### src/rtl/dp_fifo.sv
// Single-clock FIFO: write port A, read port B, registered read data,
// registered status flags, occupancy count and one-cycle overflow/underflow pulses.
module dp_fifo #(
  parameter int WIDTH       = 8,
  parameter int DEPTH       = 16,
  parameter int AFULL_LEVEL = 12
) (
  input  logic                         clk,
  input  logic                         rst,
  input  logic                         wr_en,
  input  logic [WIDTH-1:0]             din,
  input  logic                         rd_en,
  output logic [WIDTH-1:0]             dout,
  output logic                         dout_valid,
  output logic                         full,
  output logic                         empty,
  output logic                         almost_full,
  output logic [$clog2(DEPTH+1)-1:0]   count,
  output logic                         overflow,
  output logic                         underflow
);

  localparam int AW = $clog2(DEPTH);
  localparam int CW = $clog2(DEPTH+1);

  logic [WIDTH-1:0] r_mem [DEPTH];
  logic [AW-1:0]    r_wr_ptr;
  logic [AW-1:0]    r_rd_ptr;
  logic [CW-1:0]    r_count;
  logic [WIDTH-1:0] r_dout;
  logic             r_dout_valid;
  logic             r_full;
  logic             r_empty;
  logic             r_afull;
  logic             r_ovf;
  logic             r_udf;

  logic             w_rd_acc;
  logic             w_wr_acc;
  logic [CW-1:0]    w_cnt_nxt;

  // A write into a full buffer is still accepted when a read frees a slot this cycle.
  assign w_rd_acc = rd_en & ~r_empty;
  assign w_wr_acc = wr_en & (~r_full | w_rd_acc);

  always_comb begin
    w_cnt_nxt = r_count;
    if (w_wr_acc && !w_rd_acc)
      w_cnt_nxt = r_count + 1'b1;
    else if (w_rd_acc && !w_wr_acc)
      w_cnt_nxt = r_count - 1'b1;
  end

  // Storage is deliberately left out of reset.
  always_ff @(posedge clk) begin
    if (w_wr_acc)
      r_mem[r_wr_ptr] <= din;
  end

  always_ff @(posedge clk or negedge rst) begin
    if (!rst) begin
      r_wr_ptr     <= '0;
      r_rd_ptr     <= '0;
      r_count      <= '0;
      r_dout       <= '0;
      r_dout_valid <= 1'b0;
      r_full       <= 1'b0;
      r_empty      <= 1'b1;
      r_afull      <= 1'b0;
      r_ovf        <= 1'b0;
      r_udf        <= 1'b0;
    end else begin
      if (w_wr_acc)
        r_wr_ptr <= r_wr_ptr + 1'b1;
      if (w_rd_acc) begin
        r_rd_ptr <= r_rd_ptr + 1'b1;
        r_dout   <= r_mem[r_rd_ptr];
      end
      r_dout_valid <= w_rd_acc;
      r_count      <= w_cnt_nxt;
      r_full       <= (w_cnt_nxt == CW'(DEPTH));
      r_empty      <= (w_cnt_nxt == '0);
      r_afull      <= (w_cnt_nxt >= CW'(AFULL_LEVEL));
      r_ovf        <= wr_en & ~w_wr_acc;
      r_udf        <= rd_en & ~w_rd_acc;
    end
  end

  assign dout        = r_dout;
  assign dout_valid  = r_dout_valid;
  assign full        = r_full;
  assign empty       = r_empty;
  assign almost_full = r_afull;
  assign count       = r_count;
  assign overflow    = r_ovf;
  assign underflow   = r_udf;

endmodule

### config.mk
export PLATFORM = sky130hd
export DESIGN_NAME = dp_fifo
export DESIGN_NICKNAME = d
export VERILOG_FILES = /design/src/rtl/dp_fifo.sv
export SDC_FILE = /design/constraint.sdc
export NUM_CORES = 1
export LEC_CHECK = 0
export ABC_AREA = 0
export CORE_MARGIN = 1
export CORE_UTILIZATION = 40
export DETAILED_ROUTE_END_ITERATION = 8
export SLEW_MARGIN = 10
export SYNTH_ARGS = -nofsm -noshare
export SYNTH_HDL_FRONTEND = slang
export SYNTH_SLANG_ARGS = --single-unit
### constraint.sdc
create_clock -name clk -period 2.5 [get_ports clk]
set_input_delay 0.5 -clock clk [delete_from_list [all_inputs] [get_ports clk]]
set_output_delay 0.5 -clock clk [all_outputs]
set_load 0.05 [all_outputs]
==> metrics.md <==
| Metric | Value |
|---|---|
| Worst slack, placed | `around 0.026 ns` |
| Sw frac | `34.30%` |
| Worst setup skew after layout | `0.007888 ns` |
| Clock Tree Root | `sky130_fd_sc_hd__clkbuf_16` |
| Global-route usage over all layers | `17.92%` |
| Number of buffers and inverters on the critical path | `1` |
| Floorplan die area | `between 0.015 and 0.02 mm²` |
| Leak Pwr | `~2.8 nW` |
| Synthesized netlist net count | `430` |
| Detailed placer's ending HPWL | `about 8500 µm` |
| Highest clock frequency the design can meet | `between 0.4 and 0.5 GHz` |
| Logic gate share of total power | `32.0%` |
| Cells along the critical path | `clkdlybuf4s50_1` |
| Maximum number of pins on one net before global-route repair | `29` |
| Syn Inst Count | `411` |
| Internal Dissipation | `0.005935 W` |
| Part of the total power dissipated in the clock network | `between 20% and 30%` |
| Clock-pin slew of the registers on the worst-case setup and hold paths | `0.06 ns` |
| Total wirelength of the detailed-routed design | `about 13000 µm` |
| Layout area overhead | `22.96%` |
| Buffers inserted by post-CTS timing repair | `0` |
| Antenna violations before repair | `0` |
| Placement-stage cell area | `0.007114 mm²` |
| Element type at the critical path start | `register` |
| Drt drc | `0` |
| Pin slew with the least headroom to its limit | `0.7798 ns` |
| Headroom to the max-slew limit | `47.85%` |
| Proportion of power drawn by flip-flops and latches | `39.5%` |
| Final hold viol count | `0` |
| Count of input and output buffers | `30` |
| Setup ws final | `about 0.22 ns` |
| Die Wd | `between 100 and 150 µm` |
| Final number of setup-violating endpoints | `0` |
| Height of the die | `127.2 µm` |
| Average cell area after synthesis | `15.26 µm²` |
| Violation count after the first detailed-route iteration | `223` |
| Post-route minimum period | `2.279 ns` |
| Number of nets with antenna violations after detailed routing | `0` |
| Standard-cell row count | `45` |
| Worst-skew pair later-pin latency | `roughly 0.42 ns` |
| Slew Limit Fails | `0` |
| Detailed Routing Iterations Pass 1 | `4` |
| Number of max-cap violations | `0` |
| Number of gates given a new drive strength after cts | `0` |
| Kind of critical path | `reg -> out` |
| Data required time at the worst endpoint | `2.00 ns` |
| Element type at the critical path end | `output pin` |
| Total CTS buffers | `17` |
| Cell area after layout | `0.007712 mm²` |
| Initial standard-cell utilization of the core | `41.11%` |
| Distinct cell type count after synthesis | `38` |
| Net Switching | `between 0.003 and 0.004 W` |
| Synthesis warning total | `0` |
| Share of final-layout standard cells stronger than drive strength 1 | `12.97%` |
| CTS tree | `done` |
| Via count | `about 3500` |
| Flop and latch count out of synthesis | `155` |
| Non-filler instance count after layout | `689` |
| Routability cong. | `0.8194` |
| Sum of negative setup slack | `0 ns` |
| TritonCTS Sinks | `155` |
| I/O pin count | `31` |
| Diodes inserted | `0` |
| Hold-fix buffer count after cts | `0` |
| Cell area after technology mapping | `0.006272 mm²` |
| Cell with the largest stage delay on the worst path | `sky130_fd_sc_hd__clkdlybuf4s50_1` |
| Power density over the cells | `1171 mW/mm²` |
| Maximum level of the CTS H-tree | `4` |
| RSZ-0062 raised after global routing | `false` |
| Core area | `0.01526 mm²` |
| Maximum buffer depth of the clock tree | `2` |
| Maximum cell stage delay along the critical path | `~0.80 ns` |
| Post-layout nets | `484` |
| First-pass GRT wire length | `roughly 21000 µm` |
| Routed WL per cell | `roughly 19 µm` |
| Maximum fanout count along the critical path | `4` |
| Run status | `finished clean` |
| Hold crit path type | `in -> async` |
| VDD IR-drop max | `0.0005457 V` |
| Proportion of synthesized chip area in sequential cells | `between 70% and 80%` |
| Vias in the first global route | `roughly 3600` |
| Residual overflow from global routing | `0` |
| Vias/cell | `roughly 5.1` |
| Number of placed cells counting well taps | `657` |
| Data arrival time of the critical path | `1.78 ns` |
| Cell family contributing the most delay on the critical path | `buffers and inverters` |
| Final period utilization | `91.16%` |
==> kinds of logic after synthesis <==
family / share of synthesized area [%]
AOI/OAI and AO/OA: 4.628
xor gates and xnor gates: 1.257
adders and majority gates: 1.396
buffers and inverters: 1.815
DFF: 72.07
muxes: 10.21
and+or+nand+nor: 8.618
==> synthesized netlist by cell type <==
library cell	n	area [µm²]
sky130_fd_sc_hd__a21boi_1	1	7.510
sky130_fd_sc_hd__a21o_1	2	15.01
sky130_fd_sc_hd__a21oi_1	17	85.08
sky130_fd_sc_hd__a221o_1	1	10.01
sky130_fd_sc_hd__a22o_1	1	8.760
sky130_fd_sc_hd__a22oi_1	16	120.1
sky130_fd_sc_hd__a311oi_1	1	8.760
sky130_fd_sc_hd__and2_1	6	37.54
sky130_fd_sc_hd__and3_1	10	62.56
sky130_fd_sc_hd__and4_1	4	35.03
sky130_fd_sc_hd__buf_1	1	3.750
sky130_fd_sc_hd__buf_2	7	35.03
sky130_fd_sc_hd__clkbuf_1	14	52.55
sky130_fd_sc_hd__dfrtp_1	26	650.6
sky130_fd_sc_hd__dfstp_2	1	26.28
sky130_fd_sc_hd__edfxtp_1	128	3844
sky130_fd_sc_hd__ha_1	7	87.58
sky130_fd_sc_hd__inv_1	5	18.77
sky130_fd_sc_hd__inv_2	1	3.750
sky130_fd_sc_hd__mux2i_1	64	640.6
sky130_fd_sc_hd__nand2_1	34	127.6
sky130_fd_sc_hd__nand2b_1	1	6.260
sky130_fd_sc_hd__nand2b_4	1	13.76
sky130_fd_sc_hd__nand3_1	27	135.1
sky130_fd_sc_hd__nand4_1	1	6.260
sky130_fd_sc_hd__nor2_1	7	26.28
sky130_fd_sc_hd__nor2b_1	3	18.77
sky130_fd_sc_hd__nor3_1	3	15.01
sky130_fd_sc_hd__nor3b_1	2	15.01
sky130_fd_sc_hd__nor3b_2	1	12.51
sky130_fd_sc_hd__nor4b_1	1	8.760
sky130_fd_sc_hd__o211ai_1	1	7.510
sky130_fd_sc_hd__o21a_1	1	7.510
sky130_fd_sc_hd__o21ai_0	4	20.02
sky130_fd_sc_hd__or3_1	1	6.260
sky130_fd_sc_hd__or4b_4	1	13.76
sky130_fd_sc_hd__xnor2_1	8	70.07
sky130_fd_sc_hd__xor2_1	1	8.760
==> per-stage QoR <==
step                      util [%]  hold WS [ns]  total power [W]
final                        50.55        0.4797         0.009032
after global routing         50.55        0.5074         0.009468
after CTS                    50.55        0.4881         0.009104
after detailed placement     46.63        0.4740         0.006517
after global placement       46.63        0.4652         0.006493
after floorplan                  -        0.2044         0.005437
==> worst paths after layout <==
check | startpoint | end | slack [ns] | depth (start not counted)
worst min register to register | dout[1]$_DFFE_PN0P_ | dout[1]$_DFFE_PN0P_ | 0.49 | 2
worst min-delay path | rst | r_wr_ptr[3]$_DFFE_PN0P_ | 0.48 | 2
max in group asynchronous | rst | r_rd_ptr[1]$_DFFE_PN0P_ | 1.70 | 2
min in group clk | dout[1]$_DFFE_PN0P_ | dout[1]$_DFFE_PN0P_ | 0.49 | 2
worst max register to register | count[0]$_DFF_PN0_ | full$_DFF_PN0_ | 0.44 | 6
worst max-delay path | empty$_DFF_PN1_ | empty | 0.22 | 1
==> power groups by stage <==
stage,sequential [W],clock (W),combinational [W]
4_1_cts,0.00357,0.00261,0.00292
5_1_grt,0.00362,0.00273,0.00311
6_report,0.00357,0.00257,0.00289
2_1_floorplan,0.00387,0,0.00156
3_5_place_dp,0.00362,0,0.00290
3_3_place_gp,0.00360,0,0.00289
==> state kept, by name, summed over array words and instances, names as in the netlist <==
register     count
r_mem          128
dout             8
count            5
r_rd_ptr         4
r_wr_ptr         4
almost_full      1
dout_valid       1
empty            1
full             1
overflow         1
underflow        1
==> layer usage <==
layer	share of wire (%)	vias up	GRT usage [%]	wire length (µm)
li1	-	1657	-	-
met1	45	1767	24.21	5991
met2	49	76	28.31	6435
met3	5.0	8	4.858	662
met4	0.95	0	5.532	126
met5	0	-	0	0
==> area by class of cell <==
cell class	instances	area (µm²)
clock buffer	17	425.4
multi-input combinational	228	1638
sequential	155	4524
timing repair buffer	57	665.6
tap	211	264.0
inverter	6	22.52
clock inverter	15	172.7
fill	1268	7546
==> cells in the final DEF (no fill, tap or decap), drive strengths merged, types with 6 or more instances in the layout <==
master | synthesis | layout
ha | 7 | 7
edfxtp | 128 | 128
and3 | 10 | 10
clkbuf | 14 | 17
clkinv | 0 | 7
a21oi | 17 | 17
a22oi | 16 | 16
nand3 | 27 | 27
nand2 | 34 | 34
nor2 | 7 | 7
dfrtp | 26 | 26
xnor2 | 8 | 8
buf | 8 | 27
clkdlybuf4s50 | 0 | 30
inv | 6 | 9
and2 | 6 | 6
mux2i | 64 | 64
(Power assumes the default switching activity.)
